$ cat src/rtl/double_div_pkg.sv
// Shared types and defaults for the double-precision divide sequencer.
package double_div_pkg;

  localparam int unsigned LATENCY_DEF    = 24;
  localparam int unsigned FIFO_DEPTH_DEF = 32;
  localparam int unsigned TAG_W          = 1;
  localparam int unsigned DATA_W         = 64;

  typedef logic [TAG_W-1:0] tag_t;

  typedef struct packed {
    tag_t              tag;
    logic [DATA_W-1:0] data;
  } res_entry_t;

  typedef struct packed {
    logic valid;
    tag_t tag;
  } inflight_t;

endpackage

$ cat src/rtl/double_div_result_fifo.sv
// Synchronous result buffer; a write and a pop may coincide when full.
module double_div_result_fifo
  import double_div_pkg::*;
#(
  parameter  int unsigned DEPTH = FIFO_DEPTH_DEF,
  localparam int unsigned AW    = (DEPTH > 1) ? $clog2(DEPTH) : 1,
  localparam int unsigned CW    = $clog2(DEPTH + 1)
) (
  input  logic          clock,
  input  logic          reset,
  input  logic          push_i,
  input  res_entry_t    wdata_i,
  input  logic          pop_i,
  output res_entry_t    rdata_o,
  output logic          full_o,
  output logic          empty_o,
  output logic [CW-1:0] count_o
);

  res_entry_t    mem_q [DEPTH];
  logic [AW-1:0] wr_q, wr_d;
  logic [AW-1:0] rd_q, rd_d;
  logic [CW-1:0] count_q, count_d;
  logic          do_push, do_pop;

  assign empty_o = (count_q == '0);
  assign full_o  = (count_q == CW'(DEPTH));
  assign count_o = count_q;
  assign rdata_o = mem_q[rd_q];

  assign do_pop  = pop_i && !empty_o;
  assign do_push = push_i && (!full_o || do_pop);

  always_comb begin
    wr_d    = wr_q;
    rd_d    = rd_q;
    count_d = count_q + CW'(do_push) - CW'(do_pop);
    if (do_push) wr_d = (wr_q == AW'(DEPTH - 1)) ? '0 : wr_q + 1'b1;
    if (do_pop)  rd_d = (rd_q == AW'(DEPTH - 1)) ? '0 : rd_q + 1'b1;
  end

  always_ff @(posedge clock) begin
    if (reset) begin
      wr_q    <= '0;
      rd_q    <= '0;
      count_q <= '0;
    end else begin
      wr_q    <= wr_d;
      rd_q    <= rd_d;
      count_q <= count_d;
    end
  end

  always_ff @(posedge clock) begin
    if (do_push) mem_q[wr_q] <= wdata_i;
  end

endmodule

$ cat src/rtl/double_div_sequencer.sv
// Two-requester round-robin front end for a fixed-latency FP divider.
module double_div_sequencer
  import double_div_pkg::*;
#(
  parameter int unsigned LATENCY    = LATENCY_DEF,
  parameter int unsigned FIFO_DEPTH = FIFO_DEPTH_DEF
) (
  input  logic        clock,
  input  logic        reset,
  input  logic        req0_valid,
  input  logic [63:0] req0_dataa,
  input  logic [63:0] req0_datab,
  output logic        req0_ready,
  input  logic        req1_valid,
  input  logic [63:0] req1_dataa,
  input  logic [63:0] req1_datab,
  output logic        req1_ready,
  output logic [63:0] div_dataa,
  output logic [63:0] div_datab,
  input  logic [63:0] div_result,
  output logic        res_valid,
  output logic        res_tag,
  output logic [63:0] res_data,
  input  logic        res_ready,
  output logic        busy
);

  localparam int unsigned CW = $clog2(FIFO_DEPTH + 1);

  logic          last_q, last_d;
  logic [CW-1:0] credit_q, credit_d;
  logic [63:0]   opa_q, opa_d;
  logic [63:0]   opb_q, opb_d;
  inflight_t     pipe_q [LATENCY];

  logic          credit_ok, gnt0, gnt1, acc, pop;
  res_entry_t    head, wentry;
  logic          f_empty, f_full;
  logic [CW-1:0] f_count;
  logic          unused_fifo;

  // last_q holds the most recently granted requester index
  assign credit_ok  = credit_q < CW'(FIFO_DEPTH);
  assign gnt0       = req0_valid && (!req1_valid || last_q);
  assign gnt1       = req1_valid && (!req0_valid || !last_q);
  assign req0_ready = !reset && credit_ok && gnt0;
  assign req1_ready = !reset && credit_ok && gnt1;
  assign acc        = req0_ready || req1_ready;

  assign res_valid  = !reset && !f_empty;
  assign res_tag    = head.tag;
  assign res_data   = head.data;
  assign pop        = res_valid && res_ready;
  assign busy       = !reset && (credit_q != '0);

  assign div_dataa  = opa_d;
  assign div_datab  = opb_d;

  always_comb begin
    opa_d    = opa_q;
    opb_d    = opb_q;
    last_d   = last_q;
    credit_d = credit_q + CW'(acc) - CW'(pop);
    unique case (1'b1)
      reset: begin
        opa_d = '0;
        opb_d = '0;
      end
      req1_ready: begin
        opa_d  = req1_dataa;
        opb_d  = req1_datab;
        last_d = 1'b1;
      end
      req0_ready: begin
        opa_d  = req0_dataa;
        opb_d  = req0_datab;
        last_d = 1'b0;
      end
      default: ;
    endcase
  end

  always_ff @(posedge clock) begin
    if (reset) begin
      last_q   <= 1'b1;
      credit_q <= '0;
      opa_q    <= '0;
      opb_q    <= '0;
      for (int i = 0; i < LATENCY; i++) pipe_q[i] <= '0;
    end else begin
      last_q    <= last_d;
      credit_q  <= credit_d;
      opa_q     <= opa_d;
      opb_q     <= opb_d;
      pipe_q[0] <= {acc, tag_t'(req1_ready)};
      for (int i = 1; i < LATENCY; i++) pipe_q[i] <= pipe_q[i-1];
    end
  end

  assign wentry = {pipe_q[LATENCY-1].tag, div_result};

  double_div_result_fifo #(
    .DEPTH(FIFO_DEPTH)
  ) u_fifo (
    .clock  (clock),
    .reset  (reset),
    .push_i (pipe_q[LATENCY-1].valid),
    .wdata_i(wentry),
    .pop_i  (pop),
    .rdata_o(head),
    .full_o (f_full),
    .empty_o(f_empty),
    .count_o(f_count)
  );

  assign unused_fifo = f_full ^ (^f_count);

endmodule

$ cat config.mk
export PLATFORM = sky130hd
export DESIGN_NAME = double_div_sequencer
export DESIGN_NICKNAME = d
export VERILOG_FILES = /design/src/rtl/double_div_pkg.sv /design/src/rtl/double_div_result_fifo.sv /design/src/rtl/double_div_sequencer.sv
export SDC_FILE = /design/constraint.sdc
export NUM_CORES = 2
export LEC_CHECK = 0
export ABC_AREA = 1
export BUFFER_PORTS_ARGS = -buffer_cell sky130_fd_sc_hd__buf_2
export CAP_MARGIN = 10
export CORE_MARGIN = 8
export CORE_UTILIZATION = 40
export CTS_CLUSTER_SIZE = 40
export DETAILED_ROUTE_END_ITERATION = 8
export PLACE_DENSITY = 0.66
export SYNTH_ARGS = -nofsm -noshare
export SYNTH_HDL_FRONTEND = slang
export SYNTH_HIERARCHICAL = 1
export SYNTH_SLANG_ARGS = --single-unit
$ cat constraint.sdc
create_clock -name clock -period 6.8 [get_ports clock]
set_input_delay 1.36 -clock clock [delete_from_list [all_inputs] [get_ports clock]]
set_output_delay 1.36 -clock clock [all_outputs]
set_load 0.005 [all_outputs]
# Yosys cells after proc, flatten, opt, wreduce, memory -nomap -nowiden
# Memory sizes are Yosys's and may differ from the RTL's. A register that Yosys moved wholly into a read port is not among the register bits.
# Index checks and enable logic that the tools add are counted.
# word_totals
ff_bits	151
ramBits	2128
output_inout_bits	197
elab_cells	102
n_memories	2
# op_classes
addsub	6
n_lt_le_gt_ge	1
n_eq_ne	3
muxes	36
n_bitwise	24
reduce_logical	23
# mem_list
name	depth	width	rd	rd_ports_with_merged_regs	write_ports	line_no	source
u_fifo.mem_q	32	65	1	1	1	double_div_result_fifo.sv:20	res_entry_t mem_q [DEPTH];
pipe_q	24	2	24	0	24	double_div_sequencer.sv:34	inflight_t pipe_q [LATENCY];
# ops
op	count
one-hot mux 64 bit (3 select lines)	2
2-to-1 mux 2 bit	24
OR 1 bit	24
2-to-1 mux 5 bit	4
adder 6 x 1 -> 6 bit	2
subtractor 6 x 1 -> 6 bit	2
adder 5 x 1 -> 5 bit (second input constant)	2
equality test 5 bit (second input constant)	2
logical AND 1 bit	10
equality test 6 bit (second input constant)	1
zero test 1 bit	6
zero test 6 bit	1
less-than comparator 6 bit (second input constant)	1
nonzero test 6 bit	1
2-to-1 mux 1 bit	5
logical OR 1 bit	4
one-hot mux 1 bit (2 select lines)	1
nonzero test 2 bit	1

# Longest topological paths before layout
# logic_depth
depth_word	9
mapped_depth	15
depth_no_buf	15

# By module
# Netlist, hierarchy kept.
# modules_own_cells
mod	instances	cells_per_inst	area_each_um2	seq_area_each_um2
double_div_result_fifo	1	6891	84169.5	62880.3
double_div_sequencer	1	1033	7454.6	3663.5

# Worst setup path before layout
# No wires, ideal clock.
# synth_path
path_kind	input-to-reg
from	input port reset
to	memory u_fifo/mem_q[0][0] (netlist name), enable pin
arrival_time_ps	5265
path_slack_ps	1046
path_stages	8
cell_sequence	buf_4 > nor3b_1 > nand2_2 > nand2_1 > nand2_1 > inv_1 > nand2_1 > nor2_1
# synth_between
elab_chain_len	8
# synth_rtl
element	line_no	source
from (decl)	double_div_sequencer.sv:9	input logic reset,
zero test 1 bit	double_div_sequencer.sv:50	assign res_valid = !reset && !f_empty;
logical AND 1 bit	double_div_sequencer.sv:50	
logical AND 1 bit	double_div_sequencer.sv:53	assign pop = res_valid && res_ready;
net pop	double_div_sequencer.sv:36	logic credit_ok, gnt0, gnt1, acc, pop;
logical AND 1 bit	double_div_result_fifo.sv:31	assign do_pop = pop_i && !empty_o;
logical OR 1 bit	double_div_result_fifo.sv:32	assign do_push = push_i && (!full_o || do_pop);
logical AND 1 bit	double_div_result_fifo.sv:32	
2-to-1 mux 1 bit	double_div_result_fifo.sv:55	if (do_push) mem_q[wr_q] <= wdata_i;
2-to-1 mux 1 bit (implied by the code)	double_div_result_fifo.sv:55	
to (decl)	double_div_result_fifo.sv:20	
# The timed path passes the listed nets, and every way through them passes these cells.

==> results.json <==
{
  "synthArstFlopShare": 0,
  "finalHoldViolCount": 0,
  "reg2reg_from": "u_fifo/count_o[2]",
  "initial_core_util": 0.403,
  "hp-class": "reg -> reg",
  "slew-limit-headroom": 0.214,
  "ff2ff_setup_slack_ps": 2480,
  "holdBufCountCts": 0,
  "cp_max_fo": 170,
  "worst_slack_ps": 1380,
  "nNetsFinal": 8642,
  "p_per_area_nw_per_um2": 328,
  "grt_overflow_total": 0,
  "wl_met2_mm": 135,
  "r2r_cells": 13,
  "synthTopCellsByCount": "nand2_1 (2727), nand3_1 (2138), edfxtp_1 (2080)",
  "row_count": 175,
  "clkTransAtPathRegs_ps": 70,
  "ys_types": 32,
  "status": "finished clean",
  "chipHeight_um": 495,
  "ff_latch_area_sq_um": 66600,
  "power_mw": 34.2,
  "final_area_sq_um": 104000,
  "core_area_sq_um": 227000,
  "switching_share": 0.291,
  "place.gp.congestion": 0.999,
  "ios": 522,
  "synth_edf_count": 2080,
  "finClkSkew_ps": 76.5,
  "synth.area.top_cells": "edfxtp_1 (68%), nand3_1 (12%), nand2_1 (11%)",
  "syn-cell-area_sq_um": 91600,
  "num_vias": 62700,
  "drv_slew": 0,
  "clk_latency_ps": 870,
  "worstSetupStartpointType": "register",
  "ys_ff_latch": 2284,
  "worstPathRequired_ps": 5440,
  "tightest_slew_ps": 1180,
  "fin_crit_sh": 0.797,
  "synth_top_area_frac": 0.682,
  "n_fill_cell": 20200,
  "min_to": "pipe_q[0][3]",
  "multi_input_area_sq_um": 22200,
  "period_minus_slack_ps": 5420,
  "drtIter0Drc": 6478,
  "pre_cts_slack_ps": 1830,
  "syn_avg_cell_area_sq_um": 11.6,
  "hold_path_startpoint": "pipe_q[0][1]",
  "cts_resized": 0,
  "power_frac_seq": 0.457,
  "rsz0062_at_grt": "false",
  "vias_per_cell": 5.44,
  "p_sw_mw": 9.97,
  "pwr-share-comb": 0.183,
  "cts_tree": "done",
  "syn_inst": 7924,
  "drtPass1Iterations": 8,
  "cts_sinks": 2284,
  "antenna_found_initial": 91,
  "critical_path_arrival_ps": 4060,
  "yosysTopAreaCell": "edfxtp_1",
  "hpwl_mm": 163,
  "synth-seq-area-share": 0.726,
  "area_delta_synth_final_pct": 13.8,
  "drive_gt1_frac": 0.118,
  "grt_pass1_vias": 58900,
  "routed.top_layer": "met5",
  "postCtsSetupBuffers": 0,
  "numCtsBuffers": 226,
  "yosysMostFrequentCell": "nand2_1",
  "die_area_sq_um": 245000,
  "dpl.cell_count": 11100,
  "path_class": "reg -> out",
  "ant_nets": 0,
  "wl_per_cell_um": 24.2,
  "port_buffers": 521,
  "synth_ff_type": "edfxtp_1",
  "tns_ps": 0,
  "drc": 0,
  "clockBufferDepth": 3,
  "route.met3.wl_mm": 22.1,
  "die_w_um": 495,
  "fmax_mhz": 185,
  "grt_max_degree": 209,
  "syn_nets": 8274,
  "wirelength_mm": 279,
  "maxCapViolations": 0,
  "leakagePower_nw": 38.3,
  "grt_usage": 0.219,
  "grt_first_pass_wirelength_mm": 403,
  "worstHoldPathCells": 2,
  "p_int_mw": 24.2,
  "ir_worst_vdd_mv": 0.279,
  "yosysWarnings": 6,
  "dpl-instance-area_sq_um": 96800,
  "end_kind": "primary output",
  "layoutNonFillerInstCount": 11500,
  "worstReg2RegEnd": "u_fifo/mem_q[31][46]",
  "cts.htree.levels": 4,
  "clockRootBuffer": "clkbuf_16",
  "clockPowerShare": 0.360,
  "met1_length_mm": 110,
  "setup_viol": 0
}
==> layout make-up <==
type	count	share of cell area
antenna	36	0.000864
inverter	101	0.00408
timing repair buffer	635	0.0373
tap	3009	0.0361
clock inverter	131	0.0129
multi-input combinational	5044	0.213
sequential	2284	0.638
clock buffer	288	0.0577
==> cells in the final DEF, fill, tap and decap left out, drive strengths merged, types with 2 or more instances in the layout <==
| cell type | instances |
|---|---|
| nand2 | 2728 |
| clkinvlp | 7 |
| dfxtp | 204 |
| clkinv | 99 |
| inv | 109 |
| diode | 36 |
| nor3 | 4 |
| nor2 | 108 |
| a21oi | 16 |
| a31oi | 2 |
| nand3 | 2139 |
| nand4 | 3 |
| bufinv | 17 |
| fa | 2 |
| clkbuf | 288 |
| edfxtp | 2080 |
| ha | 23 |
| o21ai | 12 |
| nor3b | 2 |
| buf | 635 |
==> stage by stage <==
| step | hold slack, ps | utilization |
|---|---|---|
| after global placement | 390 | 0.426 |
| after floorplan | 388 | - |
| after detailed placement | 392 | 0.426 |
| after global routing | 408 | 0.458 |
| final | 401 | 0.458 |
| after CTS | 404 | 0.458 |
==> power by group through the flow <==
stage	combinational, mW	clock [mW]	sequential, mW
floorplan	4.02	0	15.9
global placement	6.14	0	15.9
detailed placement	6.24	0	15.9
CTS	6.27	12.5	15.6
global route	6.89	13.1	15.7
finish	6.25	12.3	15.6
==> how the worst max path moves through the flow <==
stage / slack (ps) / cells past startpoint / endpoint
after floorplan: 1050 / 8 / u_fifo/mem_q[0][0]
after global placement: 1830 / 10 / u_fifo/mem_q[31][35]
after detailed placement: 1830 / 10 / u_fifo/mem_q[30][50]
after CTS: 1360 / 9 / res_data[63]
after global routing: 1240 / 9 / res_data[37]
final: 1380 / 9 / res_data[29]
==> worst max-delay path, stage by stage (launching register included) <==
cell and delay, ps:
dfxtp_4 580, inv_16 580, buf_12 460, nand2_1 110, nand3_1 90, nand3_1 160
nand3_1 200, nand3_1 300, nand2_1 330, buf_2 170
==> flip-flops by register name, indices dropped and copies added (netlist names), named ones only <==
| name | flops |
|---|---|
| u_fifo/wr_q | 5 |
| u_fifo/rd_q | 5 |
| last_q | 1 |
| credit_q | 6 |
| opb_q | 64 |
| opa_q | 64 |
| pipe_q | 48 |
| u_fifo/mem_q | 2080 |
| u_fifo/count_o | 6 |
==> layer usage <==
metal | global-route usage | up-vias
met5 | 0 | -
met4 | 0.0897 | 22
met3 | 0.0417 | 597
li1 | - | 28600
met2 | 0.367 | 2940
met1 | 0.282 | 30600
==> logic make-up (layout without fill, tap and decap cells) <==
| group | after synthesis | count (layout) | share of synthesized area |
|---|---|---|---|
| simple gates | 4986 | 4986 | 0.234 |
| flops | 2284 | 2284 | 0.726 |
| fa+ha+maj | 25 | 25 | 0.00358 |
| other cells | 0 | 36 | 0 |
| buf+inv | 596 | 1155 | 0.0343 |
| xor+xnor | 1 | 1 | 0.0000956 |
| compound gates | 32 | 32 | 0.00187 |
Power figures use the tool's default switching activity.
